## src/rtl/timelock_sequencer.sv

```systemverilog
// timelock_sequencer: byte-command sequencer that loads, chains and reads back the timelock Montgomery core.
// Optional TIMELOCK_SEQ_CYCLE_COUNT_EN adds a saturating compute-cycle counter readable with opcode 4.
module timelock_sequencer #(
    parameter int W  = 184,
    parameter int RW = 32
) (
    input  logic         clk,
    input  logic         rst_n,
    input  logic         cmd_valid,
    output logic         cmd_ready,
    input  logic [7:0]   cmd_data,
    output logic         rsp_valid,
    input  logic         rsp_ready,
    output logic [7:0]   rsp_data,
    output logic         core_ld,
    output logic [W-1:0] core_xs,
    output logic [W-1:0] core_xc,
    input  logic         core_dn,
    input  logic [W-1:0] core_ys,
    input  logic [W-1:0] core_yc,
    output logic         busy
);
    localparam int NB = 2 * W / 8;
    localparam int IW = (NB > 4) ? $clog2(NB) : 2;

    typedef enum logic [2:0] {IDLE, RESP, CORE_LD, CORE_WAIT, READ_OUT} state_t;

    state_t         r_state;
    logic [2*W-1:0] r_x;
    logic [RW-1:0]  r_rounds;
    logic [IW-1:0]  r_idx;
    logic [7:0]     r_rsp_data;
    logic           r_first, r_cmd_ready, r_rsp_valid, r_core_ld, r_busy;

    logic [3:0]     w_op, w_arg;
    logic [IW-1:0]  w_idx_nx;
    logic           w_last;
    logic [7:0]     w_byte_nx;

    assign w_op     = cmd_data[3:0];
    assign w_arg    = cmd_data[7:4];
    assign w_idx_nx = r_idx + 1'b1;

`ifdef TIMELOCK_SEQ_CYCLE_COUNT_EN
    logic [31:0] r_cyc;
    logic        r_rd_cyc;

    // READ_OUT serves either the operand or the 4-byte cycle counter
    assign w_last    = r_rd_cyc ? (r_idx == IW'(3)) : (r_idx == IW'(NB - 1));
    assign w_byte_nx = r_rd_cyc ? r_cyc[8*w_idx_nx[1:0] +: 8] : r_x[8*w_idx_nx +: 8];

    always_ff @(posedge clk or negedge rst_n) begin
        if (!rst_n)
            r_cyc <= '0;
        else if (r_state == IDLE && r_cmd_ready && cmd_valid && w_op == 4'd2)
            r_cyc <= '0;
        else if (!r_core_ld && r_cyc != 32'hFFFF_FFFF)
            r_cyc <= r_cyc + 1'b1;
    end
`else
    assign w_last    = r_idx == IW'(NB - 1);
    assign w_byte_nx = r_x[8*w_idx_nx +: 8];
`endif

    always_ff @(posedge clk or negedge rst_n) begin
        if (!rst_n) begin
            r_state     <= IDLE;
            r_x         <= '0;
            r_rounds    <= '0;
            r_idx       <= '0;
            r_rsp_data  <= '0;
            r_first     <= 1'b0;
            r_cmd_ready <= 1'b0;
            r_rsp_valid <= 1'b0;
            r_core_ld   <= 1'b1;
            r_busy      <= 1'b0;
`ifdef TIMELOCK_SEQ_CYCLE_COUNT_EN
            r_rd_cyc    <= 1'b0;
`endif
        end else begin
            case (r_state)
                IDLE: begin
                    if (!r_cmd_ready) begin
                        r_cmd_ready <= 1'b1;
                    end else if (cmd_valid) begin
                        r_cmd_ready <= 1'b0;
                        r_busy      <= 1'b1;
                        case (w_op)
                            4'd0: begin
                                r_x         <= {w_arg, r_x[2*W-1:4]};
                                r_rsp_data  <= {r_x[3:0], 4'h8};
                                r_rsp_valid <= 1'b1;
                                r_state     <= RESP;
                            end
                            4'd1: begin
                                r_rounds    <= {w_arg, r_rounds[RW-1:4]};
                                r_rsp_data  <= {r_rounds[3:0], 4'h9};
                                r_rsp_valid <= 1'b1;
                                r_state     <= RESP;
                            end
                            4'd2: begin
                                if (r_rounds == '0) begin
                                    r_rsp_data  <= 8'h0A;
                                    r_rsp_valid <= 1'b1;
                                    r_state     <= RESP;
                                end else begin
                                    r_state <= CORE_LD;
                                end
                            end
                            4'd3: begin
                                r_idx       <= '0;
                                r_rsp_data  <= r_x[7:0];
                                r_rsp_valid <= 1'b1;
                                r_state     <= READ_OUT;
`ifdef TIMELOCK_SEQ_CYCLE_COUNT_EN
                                r_rd_cyc    <= 1'b0;
`endif
                            end
`ifdef TIMELOCK_SEQ_CYCLE_COUNT_EN
                            4'd4: begin
                                r_idx       <= '0;
                                r_rsp_data  <= r_cyc[7:0];
                                r_rsp_valid <= 1'b1;
                                r_state     <= READ_OUT;
                                r_rd_cyc    <= 1'b1;
                            end
`endif
                            default: begin
                                r_rsp_data  <= 8'hFF;
                                r_rsp_valid <= 1'b1;
                                r_state     <= RESP;
                            end
                        endcase
                    end
                end
                RESP: begin
                    if (rsp_ready) begin
                        r_rsp_valid <= 1'b0;
                        r_cmd_ready <= 1'b1;
                        r_busy      <= 1'b0;
                        r_state     <= IDLE;
                    end
                end
                CORE_LD: begin
                    r_core_ld <= 1'b0;
                    r_first   <= 1'b1;
                    r_state   <= CORE_WAIT;
                end
                CORE_WAIT: begin
                    // a done left over from the previous round is masked for one cycle
                    r_first <= 1'b0;
                    if (!r_first && core_dn) begin
                        r_x       <= {core_yc, core_ys};
                        r_rounds  <= r_rounds - 1'b1;
                        r_core_ld <= 1'b1;
                        if (r_rounds == RW'(1)) begin
                            r_rsp_data  <= 8'h0A;
                            r_rsp_valid <= 1'b1;
                            r_state     <= RESP;
                        end else begin
                            r_state <= CORE_LD;
                        end
                    end
                end
                READ_OUT: begin
                    if (rsp_ready) begin
                        if (w_last) begin
                            r_rsp_valid <= 1'b0;
                            r_cmd_ready <= 1'b1;
                            r_busy      <= 1'b0;
                            r_state     <= IDLE;
                        end else begin
                            r_idx      <= w_idx_nx;
                            r_rsp_data <= w_byte_nx;
                        end
                    end
                end
                default: r_state <= IDLE;
            endcase
        end
    end

    assign cmd_ready = r_cmd_ready;
    assign rsp_valid = r_rsp_valid;
    assign rsp_data  = r_rsp_data;
    assign core_ld   = r_core_ld;
    assign busy      = r_busy;
    assign core_xs   = r_x[W-1:0];
    assign core_xc   = r_x[2*W-1:W];
endmodule

```

## config.mk

```make
export PLATFORM = sky130hd
export DESIGN_NAME = timelock_sequencer
export DESIGN_NICKNAME = d
export VERILOG_FILES = /design/src/rtl/timelock_sequencer.sv
export SDC_FILE = /design/constraint.sdc
export NUM_CORES = 1
export LEC_CHECK = 0
export CORE_AREA = 4 4 298 300
export CTS_BUF_LIST = sky130_fd_sc_hd__clkbuf_2 sky130_fd_sc_hd__clkbuf_4 sky130_fd_sc_hd__clkbuf_8
export CTS_CLUSTER_DIAMETER = 60
export DETAILED_ROUTE_END_ITERATION = 16
export DIE_AREA = 0 0 302 304
export GPL_ROUTABILITY_DRIVEN = 1
export GPL_TIMING_DRIVEN = 0
export PLACE_DENSITY = 0.54
export SYNTH_ARGS = -nofsm -noshare
export SYNTH_HDL_FRONTEND = slang
export SYNTH_SLANG_ARGS = --single-unit
```

## constraint.sdc

```tcl
create_clock -name clk -period 6.26 [get_ports clk]
set_clock_uncertainty 0.1 [all_clocks]
set_input_delay 0.939 -clock clk [delete_from_list [all_inputs] [get_ports clk]]
set_output_delay 0.939 -clock clk [all_outputs]
set_load 0.1 [all_outputs]
```

# --- Word-level counts from Yosys, hierarchy flattened ---
# Index checks and enable logic that the tools add are counted.
totals:
  ram_bits: 0
  output_inout_bits: 380
  elab_cells: 111
  romBits: 0
  latch_bits: 0
  regBits: 422
  memories: 0
classes:
  n_mux: 57
  eq_ne: 21
  n_lt_le_gt_ge: 0
  reduce_logical: 20
  div: 0
  multipliers: 0
  n_addsub: 2
  shift: 1
  n_bitwise: 0
ops:
  columns: ["operator", "count"]
  rows:
  - ["two-way mux 368 bit", 4]
  - ["case mux 368 bit (2 select lines)", 1]
  - ["variable part select 368 x 10 -> 8 bit", 1]
  - ["two-way mux 32 bit", 4]
  - ["case mux 32 bit (2 select lines)", 1]
  - ["two-way mux 8 bit", 7]
  - ["== test 32 x 1 -> 1 bit (second input constant)", 1]
  - ["logical NOT 32 bit", 1]
  - ["case mux 8 bit (4 select lines)", 1]
  - ["subtractor 32 x 1 -> 32 bit (second input constant)", 1]
  - ["two-way mux 6 bit", 5]
  - ["case mux 8 bit (3 select lines)", 1]
  - ["two-way mux 3 bit", 6]
  - ["AND reduction 6 bit", 3]
  - ["two-way mux 1 bit", 17]
  - ["inequality test 2 bit (second input constant)", 8]
  - ["case mux 3 bit (5 select lines)", 1]
  - ["case mux 6 bit (2 select lines)", 1]
  - ["AND reduction 5 bit", 2]
  - ["AND reduction 9 bit", 1]
  - ["== test 4 x 2 -> 1 bit (second input constant)", 2]
  - ["AND reduction 8 bit", 1]
  - ["adder 6 x 1 -> 6 bit (second input constant)", 1]
  - ["== test 3 x 2 -> 1 bit (second input constant)", 2]
  - ["20 further kinds", 28]

# --- Depth between registers and ports, before layout ---
# Gate-level depths: netlist of run 1.
logic_depth:
  ltp_word: 6
  depth_mapped: 10
  mapped_depth_nobuf: 8

# --- Least setup slack after synthesis of run 1 ---
# Ideal clock, no wire load.
synth_timing:
  path_type: "register -> register"
  startpoint: "register r_idx[1]"
  endpoint: "register r_rsp_data[3], in the netlist rsp_data[3]"
  stages_incl_launch_ff: 11
  required_time_ns: 6.018
  slack_ns: 3.499
  synth_period_minus_slack_ns: 2.761
  setup_time_ns: 0.142
  arrival_time_ns: 2.519
  cell_sequence: "dfrtp_1 inv_1 ha_1 clkbuf_1 clkbuf_1 clkbuf_1 mux4_2 a211oi_1 a31oi_1 a31oi_1 o22ai_1"
synth_via:
  elab_chain_len: 5
synth_lines:
  columns: ["element", "line", "rtl"]
  rows:
  - ["start, declared", "31", "logic [IW-1:0] r_idx;"]
  - ["start signal, assigned", "173", "r_idx <= w_idx_nx;"]
  - ["adder 6 x 1 -> 6 bit", "42", "assign w_idx_nx = r_idx + 1'b1;"]
  - ["variable part select 368 x 10 -> 8 bit", "62", "assign w_byte_nx = r_x[8*w_idx_nx +: 8];"]
  - ["two-way mux 8 bit", "167", "if (w_last) begin"]
  - ["two-way mux 8 bit", "166", "if (rsp_ready) begin"]
  - ["case mux 8 bit (3 select lines)", "81", "case (r_state)"]
  - ["end signal, assigned", "91", "r_rsp_data <= {r_x[3:0], 4'h8};"]
  - ["end signal, assigned", "97", "r_rsp_data <= {r_rounds[3:0], 4'h9};"]
  - ["end signal, assigned", "174", "r_rsp_data <= w_byte_nx;"]
  - ["end, declared", "32", "logic [7:0] r_rsp_data;"]
# Parallel ways exist; a longest one is shown, timed or not. The select of a mux whose other input is x is not followed.
# A chain may end at the register's enable or synchronous reset.

# --- Worst setup path in the final report of run 1 ---
layout_timing:
  startpoint: "register r_idx[1]"
  endpoint: "register r_rsp_data[1], in the netlist rsp_data[1]"
# The elaborated chain is that of the path after synthesis.

==> run_results.csv, run 1 <==
group,metric,value,unit
outcome,run_status,"finished, final reports clean",
yosys,synth_area,23100,um2
die,die_h,304,um
grt,number_of_antenna_violations_at_the_first_check_in_global_routing,24,
yosys,synthMostInstantiatedCell,"nand2_1",
yosys,synth_simple_gate_area_share,10.8,%
setup_path,crit_required,6700,ps
setup_path,start_kind,"register",
grt,grt_pass1_wl,177000,um
final_layout,synthToLayoutAreaGrowth,47.6,%
routing,vias,22925,
clock_tree,tritoncts,"done",
clock_tree,clockBufferDepth,3,
final_layout,layout.area.seq,10600,um2
yosys,synth_flop_cell,"dfrtp_1",
yosys,synthCells,2291,
die,initial_utilization,26.9,%
placement,numPortBuffers,759,
placement,post-place-ws,944,ps
setup_path,critPathLaunch,"r_idx[1]",
timing,unrepaired_setup_endpoints_after_global_routing,"false",
yosys,synth_async_sr_flop_share,100,%
yosys,synth.avg_cell_area,10.1,um2
timing,hold_slack,192,ps
yosys,muxShareOfSynthArea,25.7,%
yosys,yosys_register_bits,422,
die,die_width,302,um
timing,timing_hold_violations_final,0,
timing,clock.fmax,187,MHz
yosys,sequential_element_share_of_the_synthesized_area,45.6,%
clock_tree,cts.sinks,422,
routing,ant_nets,0,
die,die_footprint,91800,um2
setup_path,reg_to_reg_startpoint,"r_idx[1]",
timing,fin_crit,5350,ps
clock_tree,clkSlewWorstSetupHoldPaths,60,ps
grt,grt_util_all_layers,26.6,%
timing,post-route-period-util,85.4,%
die,floorplan.io_pins,761,
routing,drc_violations_left,0,
setup_path,worstSetupPathType,"reg -> reg",
timing,setup_violations,0,
yosys,synth_compound_gate_area_share,14.1,%
yosys,synth_adder_area_share,0.216,%
clock_tree,cts-htree-levels,3,
yosys,synth_warnings,0,
timing,slew_headroom,8.43,%
die,core_region,86200,um2
yosys,synth_top_family_by_area,"multiplexers",
routing,first_pass_iters,5,
placement,gp_congestion,0.938,
final_layout,filler_cell_count,8715,
routing,first_drt_iteration_drcs,1939,
placement,place.detailed.hpwl,99100,um
final_layout,post_route_cells_drive_above_1_share,8.43,%
yosys,yosys.area.top_type_share,45.5,%
routing,vias_per_cell,5.24,
yosys,number_of_synthesized_flops_with_an_enable_pin,0,
grt,grt_overflow_total,0,
setup_path,worstPathMaxFanout,10,
worst_hold_path,hold_path.class,"in -> async",
setup_path,cp_data_arrival_time,5780,ps
final_layout,area_occupied_by_multi_input_gates,11800,um2
grt,grt_pass1_vias,23049,
setup_path,reg2reg_to,"rsp_data[1]",
setup_path,worst-r2r-cell-count,10,
routing,total_wirelength,126000,um
yosys,yosys.area_share.xor_xnor,0.227,%
final_layout,finalNetCount,3524,
timing,worstMarginPinSlew,1370,ps
routing,detail_route.wl_per_cell,28.9,um
clock_tree,holdBufCountCts,0,
clock_tree,clock_latency,700,ps
yosys,post_synth_most_frequent_cells,"nand2_1 (444), dfrtp_1 (421), o21ai_0 (415), mux2i_1 (395), clkbuf_1 (159)",
clock_tree,resized_cells_post_cts,0,
yosys,synthesized_netlist_net_count,2676,
run,max-cap-violations,0,
grt,grt_max_degree,111,
clock_tree,tritoncts.num_buffers,82,
clock_tree,clk_root_buffer_cell,"clkbuf_8",
clock_tree,cts.repair_timing.setup_buffer_count,0,
yosys,synth.area.top_cells,"dfrtp_1 (46%), mux2i_1 (17%), o21ai_0 (9.0%)",
die,placementRows,108,
setup_path,worstSetupEndpointType,"register",
timing,minimum_setup_slack_in_the_final_design,913,ps
yosys,synth_area_leader_cell,"dfrtp_1",
timing,final_max_slew_viol_count,0,
yosys,post_synth_num_cell_types,63,
setup_path,ff2ff_setup_slack,910,ps
## per-layer routing
metal	vias up	wire, um	track usage (%)	part of all wire, %
li1	10042	-	-	-
met4	8	3750	8.80	3.0
met1	11672	52300	34.7	41
met2	1006	61200	43.9	48
met5	-	57	0	0.045
met3	197	8910	5.69	7.1
## metrics by stage
stage          setup TNS, ps  instances  instance area, um2  utilization [%]
2_1_floorplan              0       2291               23100                -
3_3_place_gp        -6880930       4205               32200             37.3
3_5_place_dp               0       4210               32300             37.5
4_1_cts                    0       4356               34100             39.6
5_1_grt                    0       4372               34200             39.6
6_report                   0       4375               34200             39.6
## registers in the layout, summed over array words and instances, names as in the netlist
signal and flops:
core_ld 1, r_x 368, r_state 3, busy 1
rsp_valid 1, rsp_data 8, r_rounds 32, r_first 1
cmd_ready 1, r_idx 6
## cells by family (layout without fill, tap and decap cells)
| group | Yosys count | after routing |
|---|---|---|
| xor gates and xnor gates | 6 | 6 |
| AOI/OAI and AO/OA | 581 | 581 |
| other | 0 | 19 |
| DFF | 422 | 422 |
| buffers and inverters | 201 | 1111 |
| and+or+nand+nor | 593 | 593 |
| muxes | 484 | 484 |
| adders and majority gates | 4 | 4 |
## area by class of cell
type                    instances  area share (%)
clock inverters                14           0.432
multi-input cells            1668            34.6
plain buffers                 186            2.11
clock buffers                 132            4.82
repair buffers                764            22.6
inverters                      15           0.165
diodes                         19           0.139
well taps                    1155            4.23
flip-flops and latches        422            30.9
## worst max-delay path by stage
stage | endpoint | slack (ps)
final | rsp_data[1] | 910
after global routing | rsp_data[3] | 840
after CTS | rsp_data[3] | 920
after detailed placement | rsp_data[1] | 940
after global placement | r_x[138] | -16410
after floorplan | rsp_data[3] | 3500
## cell usage in the layout, fill, tap and decap left out, types with 8 or more instances in the layout
cell type	netlist	routed
nand2_1	444	444
and2_1	11	11
a22oi_1	8	8
clkbuf_8	0	105
a32oi_1	15	15
mux2i_1	395	395
nor2_1	56	56
dfrtp_1	421	421
o21ai_0	415	415
a21oi_1	43	43
nor3_1	18	18
mux4_2	88	88
a31oi_1	25	25
a211oi_1	10	10
inv_1	14	14
buf_1	15	15
nand3_1	11	11
clkbuf_1	159	159
clkdlybuf4s50_1	0	758
clkbuf_4	0	27
diode_2	0	19
buf_2	11	11
## worst max-delay path, stage by stage, from the launching register on
cell	delay, ps
dfrtp_1	480
inv_1	70
ha_1	270
clkbuf_1	590
clkbuf_1	840
clkbuf_1	1070
mux4_2	510
mux2i_1	340
a32oi_1	160
a31oi_1	570
o22ai_1	170
Power of run 1 is not shown: default switching activity piles up to over one toggle a cycle in this logic, so the estimate is an artifact.
==> run 2, diff against run 1 <==
==> config.mk (replaced) <==
export PLATFORM = sky130hd
export DESIGN_NAME = timelock_sequencer
export DESIGN_NICKNAME = d
export VERILOG_FILES = /design/src/rtl/timelock_sequencer.sv
export SDC_FILE = /design/constraint.sdc
export NUM_CORES = 1
export LEC_CHECK = 0
export CORE_AREA = 4 4 292 294
export CTS_BUF_LIST = sky130_fd_sc_hd__clkbuf_8
export CTS_CLUSTER_DIAMETER = 60
export DETAILED_ROUTE_END_ITERATION = 16
export DIE_AREA = 0 0 296 298
export GPL_ROUTABILITY_DRIVEN = 1
export GPL_TIMING_DRIVEN = 0
export MAX_ROUTING_LAYER = met4
export PLACE_DENSITY = 0.55
export SYNTH_ARGS = -nofsm -noshare
export SYNTH_HDL_FRONTEND = slang
export SYNTH_SLANG_ARGS = --single-unit
==> run 2 against run 1 <==
  * Count of clock-buffer cells in the layout is 26 lower
  * First-iteration DRC count rose by 1.9%
  * Worst hold slack better by 6.8 ps
  * Core utilization grew 1.4 points
  * Cell count fell by 1.4%
  * Setup slack gained 220 ps
  * Critical endpoint is now rsp_data[3]
  * Die area decreased by 3.9%
  * Register-to-register slack gained 220 ps
  * Design area decreased by 0.42%
==> run_results.csv, run 2 (synthesized netlist as in run 1, its figures left out) <==
group,metric,value,unit
outcome,run_status,"finished, final reports clean",
setup_path,cp_data_arrival_time,5530,ps
timing,setup_violations,0,
timing,slew_headroom,8.97,%
routing,vias,22832,
grt,grt_max_degree,98,
clock_tree,clockBufferDepth,3,
placement,place.detailed.hpwl,99000,um
final_layout,most_common_cell_after_layout_fill_and_taps_aside,"clkdlybuf4s50_1",
final_layout,filler_cell_count,8207,
setup_path,worstSetupEndpointType,"register",
timing,unrepaired_setup_endpoints_after_global_routing,"false",
clock_tree,clkSlewWorstSetupHoldPaths,60,ps
worst_hold_path,hold_path.class,"in -> async",
die,placementRows,106,
placement,post-place-ws,858,ps
grt,grt_pass1_vias,22984,
timing,final_max_slew_viol_count,0,
timing,fin_crit,5130,ps
routing,ant_nets,0,
routing,vias_per_cell,5.29,
final_layout,design_area,34000,um2
final_layout,layout_common_cells,"clkdlybuf4s50_1 (758), nand2_1 (444), dfrtp_1 (421), o21ai_0 (415), mux2i_1 (395)",
setup_path,worstSetupPathType,"reg -> reg",
die,floorplan.io_pins,761,
die,die_footprint,88200,um2
grt,number_of_antenna_violations_at_the_first_check_in_global_routing,28,
clock_tree,cts.repair_timing.setup_buffer_count,0,
routing,met2RoutedLength,61000,um
final_layout,finalNetCount,3525,
setup_path,start_kind,"register",
timing,timing_hold_violations_final,0,
timing,worstMarginPinSlew,1370,ps
clock_tree,cts-htree-levels,3,
setup_path,ff2ff_setup_slack,1130,ps
grt,grt_util_all_layers,28.5,%
routing,dr_wl_met3,8180,um
placement,numPortBuffers,759,
final_layout,post_route_cells_drive_above_1_share,7.71,%
setup_path,worstPathMaxFanout,10,
final_layout,synthToLayoutAreaGrowth,47.0,%
placement,gp_congestion,0.945,
die,die_width,296,um
grt,grt_overflow_total,0,
die,initial_utilization,27.9,%
clock_tree,clock_latency,670,ps
routing,first_drt_iteration_drcs,1975,
final_layout,max_flop_register,"r_x",
routing,m1WireLength,52700,um
setup_path,crit_required,6660,ps
timing,post-route-period-util,82.0,%
timing,minimum_setup_slack_in_the_final_design,1130,ps
clock_tree,cts.sinks,422,
timing,hold_slack,198,ps
routing,highest-signal-layer,"met4",
routing,first_pass_iters,6,
routing,detail_route.wl_per_cell,29.1,um
timing,clock.fmax,195,MHz
die,die_h,298,um
clock_tree,holdBufCountCts,0,
clock_tree,clk_root_buffer_cell,"clkbuf_8",
run,max-cap-violations,0,
clock_tree,tritoncts.num_buffers,83,
placement,dpl_cell_area,32200,um2
clock_tree,tritoncts,"done",
clock_tree,resized_cells_post_cts,0,
routing,total_wirelength,125000,um
die,core_region,82900,um2
final_layout,number_of_flip_flops_under_the_largest_register_name,368,
routing,drc_violations_left,0,
grt,grt_pass1_wl,177000,um
## run 2: cell types whose count changed in the layout (fill, tap and decap cells not counted), moves of 2 or more
cell        before  now
clkinv_2         5    9
inv_1           14   41
inv_6            3    0
diode_2         19   30
clkinvlp_4       1    3
clkbuf_4        27    0
## run 2: critical path, cell delays in order (launching register included)
cell and delay (ps):
dfrtp_1 480, inv_1 70, ha_1 280, clkbuf_1 550
clkbuf_1 840, clkbuf_1 960, mux4_2 440, mux2i_1 350
a32oi_1 150, a31oi_1 540, o22ai_1 160
## run 2: cell type report
type	instances	area (um2)	share of cell area (%)
multi-input cells	1668	11800	34.7
flip-flops and latches	422	10600	31.0
repair buffers	764	7730	22.7
clock buffers	106	1460	4.29
well taps	1080	1350	3.97
plain buffers	186	719	2.11
clock inverters	44	260	0.765
diodes	30	75.1	0.221
inverters	15	56.3	0.165
## run 2: stage by stage
| stage | std cells | utilization [%] | setup TNS [ps] |
|---|---|---|---|
| floorplan | 2291 | - | 0 |
| global placement | 4130 | 38.7 | -6862070 |
| detailed placement | 4135 | 38.9 | 0 |
| CTS | 4285 | 41.0 | 0 |
| global route | 4312 | 41.0 | 0 |
| finish | 4315 | 41.0 | 0 |
## run 2: final timing paths
check | start | endpoint | cells past startpoint
max | r_idx[1] | rsp_data[3] | 10
min | rst_n | r_x[322] | 1
max reg2reg | r_idx[1] | rsp_data[3] | 10
min reg2reg | r_first | r_first | 2
max in group asynchronous | rst_n | r_x[143] | 4
min in group clk | r_first | r_first | 2
## run 2: metal layers
| layer | GRT usage, % | up-vias |
|---|---|---|
| li1 | - | 10054 |
| met5 | - | - |
| met3 | 5.70 | 176 |
| met2 | 45.7 | 946 |
| met4 | 8.74 | 0 |
| met1 | 36.3 | 11656 |
Power of run 2 is left out for the same reason.
==> run 3, diff against run 2 <==
==> constraint.sdc (replaced) <==
create_clock -name clk -period 4.8 [get_ports clk]
set_clock_uncertainty 0.1 [all_clocks]
set_input_delay 0.72 -clock clk [delete_from_list [all_inputs] [get_ports clk]]
set_output_delay 0.72 -clock clk [all_outputs]
set_load 0.1 [all_outputs]
==> run 3 against run 2 <==
  * Register-to-register slack worse by 990 ps
  * Design area about the same
  * Core utilization about the same
  * First-iteration DRC count down 2.5%
  * Worst hold slack better by 180 ps
  * Critical path depth unchanged
  * Global-route usage about the same
  * Critical path type unchanged
==> run_results.csv, run 3 (synthesized netlist as in run 1, its figures left out) <==
group,metric,value,unit
setup_path,timing.critical_path.max_delay_family,"buffers and inverters",
placement,numPortBuffers,759,
routing,vias_per_cell,5.28,
clock_tree,tritoncts.num_buffers,83,
final_layout,layout.area.seq,10600,um2
grt,grt_overflow_total,0,
timing,timing_hold_violations_final,0,
final_layout,number_of_flip_flops_under_the_largest_register_name,368,
final_layout,finalNetCount,3526,
final_layout,post_route_cells_drive_above_1_share,7.83,%
final_layout,synthToLayoutAreaGrowth,47.1,%
grt,number_of_antenna_violations_at_the_first_check_in_global_routing,28,
setup_path,worstSetupPathType,"reg -> reg",
outcome,run_status,"finished, final reports clean",
routing,first_pass_iters,5,
timing,clock.fmax,215,MHz
setup_path,worstSetupPathDepth,10,
setup_path,worstPathCellList,"inv_1 -> ha_1 -> clkbuf_1 -> clkbuf_1 -> buf_1 -> mux4_2 -> mux2i_1 -> a32oi_1 -> a32oi_1 -> o21ai_0",
setup_path,critical_path.max_stage_delay,770,ps
placement,place.detailed.hpwl,99000,um
final_layout,max_flop_register,"r_x",
die,core_region,82900,um2
die,die_width,296,um
worst_hold_path,whs_path_depth,2,
final_layout,design_area,34000,um2
routing,first_drt_iteration_drcs,1926,
grt,grt_max_degree,98,
die,die_h,298,um
final_layout,filler_cell_count,8210,
grt,grt_pass1_wl,177000,um
setup_path,cp_data_arrival_time,5070,ps
placement,placed_cells_incl_taps,4135,
timing,slew_headroom,10.6,%
setup_path,start_kind,"register",
grt,grt_pass1_vias,22986,
final_layout,most_common_cell_after_layout_fill_and_taps_aside,"clkdlybuf4s50_1",
die,die_footprint,88200,um2
clock_tree,clock_latency,670,ps
routing,drc_violations_left,0,
setup_path,worst-r2r-cell-count,10,
timing,setup_violations,0,
clock_tree,cts-htree-levels,3,
run,max-cap-violations,0,
clock_tree,cts.sinks,422,
placement,dpl_cell_area,32200,um2
routing,vias,22795,
placement,gp_congestion,0.945,
timing,worstMarginPinSlew,1340,ps
setup_path,timing.critical_path.buf_inv,4,
setup_path,critical-path-slowest-cell,"buf_1",
clock_tree,clockBufferDepth,3,
final_layout,area_occupied_by_multi_input_gates,11800,um2
timing,final_max_slew_viol_count,0,
final_layout,layout.core_utilization,41.1,%
final_layout,layout_common_cells,"clkdlybuf4s50_1 (758), nand2_1 (444), dfrtp_1 (421), o21ai_0 (415), mux2i_1 (395)",
routing,total_wirelength,125000,um
clock_tree,tritoncts,"done",
die,floorplan.io_pins,761,
setup_path,worstSetupEndpointType,"register",
grt,grt_util_all_layers,28.5,%
setup_path,crit_required,5210,ps
die,placementRows,106,
routing,detail_route.wl_per_cell,29.1,um
worst_hold_path,hold_path.class,"reg -> reg",
die,initial_utilization,27.9,%
clock_tree,clkSlewWorstSetupHoldPaths,60,ps
timing,unrepaired_setup_endpoints_after_global_routing,"false",
routing,ant_nets,0,
timing,post-route-period-util,97.1,%
final_layout,final_cell_count_no_fill,4315,
timing,fin_crit,4660,ps
clock_tree,clk_root_buffer_cell,"clkbuf_8",
setup_path,worstPathMaxFanout,10,
run 3: cell count changes in the layout (fill, tap and decap cells not counted):
cell and change:
clkdlybuf4s15_2 +1, clkbuf_1 -2, diode_2 -1, buf_1 -2, clkbuf_2 +3, dlygate4sd3_1 +1
run 3: worst paths after layout:
path | slack (ps) | endpoint | from
min | 380 | r_first | r_first
max reg2reg | 140 | rsp_data[6] | r_idx[1]
max | 140 | rsp_data[6] | r_idx[1]
min in group asynchronous | 580 | r_x[322] | rst_n
max in group asynchronous | 2140 | r_x[143] | rst_n
min reg2reg | 380 | r_first | r_first
run 3: metal layers:
metal	vias to the layer above	GRT usage, %	wire, um
li1	10062	-	-
met1	11641	36.3	53200
met2	913	45.7	60900
met3	179	5.70	7760
met4	0	8.74	3540
met5	-	-	0
run 3: final cells by class:
class                   instances  area share, %
flip-flops and latches        422           31.0
clock inverters                44          0.764
plain buffers                 186           2.15
multi-input cells            1668           34.7
diodes                         29          0.213
inverters                      15          0.165
well taps                    1080           3.97
clock buffers                 106           4.29
repair buffers                765           22.7
run 3: worst register-to-register path, stage by stage (launching register included):
cell,delay (ps)
dfrtp_1,490
inv_1,80
ha_1,280
clkbuf_1,540
clkbuf_1,640
buf_1,770
mux4_2,410
mux2i_1,370
a32oi_1,190
a32oi_1,470
o21ai_0,160
run 3: repair_timing:
action	4_1_cts	5_1_grt
hold buffers	1	0
endpoints found under the setup margin	4	2
buffers inserted	0	0
gates cloned	0	0
hold endpoints to repair	35	0
gates resized for setup	4	1
run 3: metrics by stage:
stage	hold slack, ps	worst slack, ps	setup TNS, ps
after CTS	390	142	0
after global placement	368	-17640	-7586010
after detailed placement	375	-602	-1130
after global routing	444	18.9	0
after floorplan	324	2040	0
final	382	140	0
Power of run 3 is left out for the same reason.
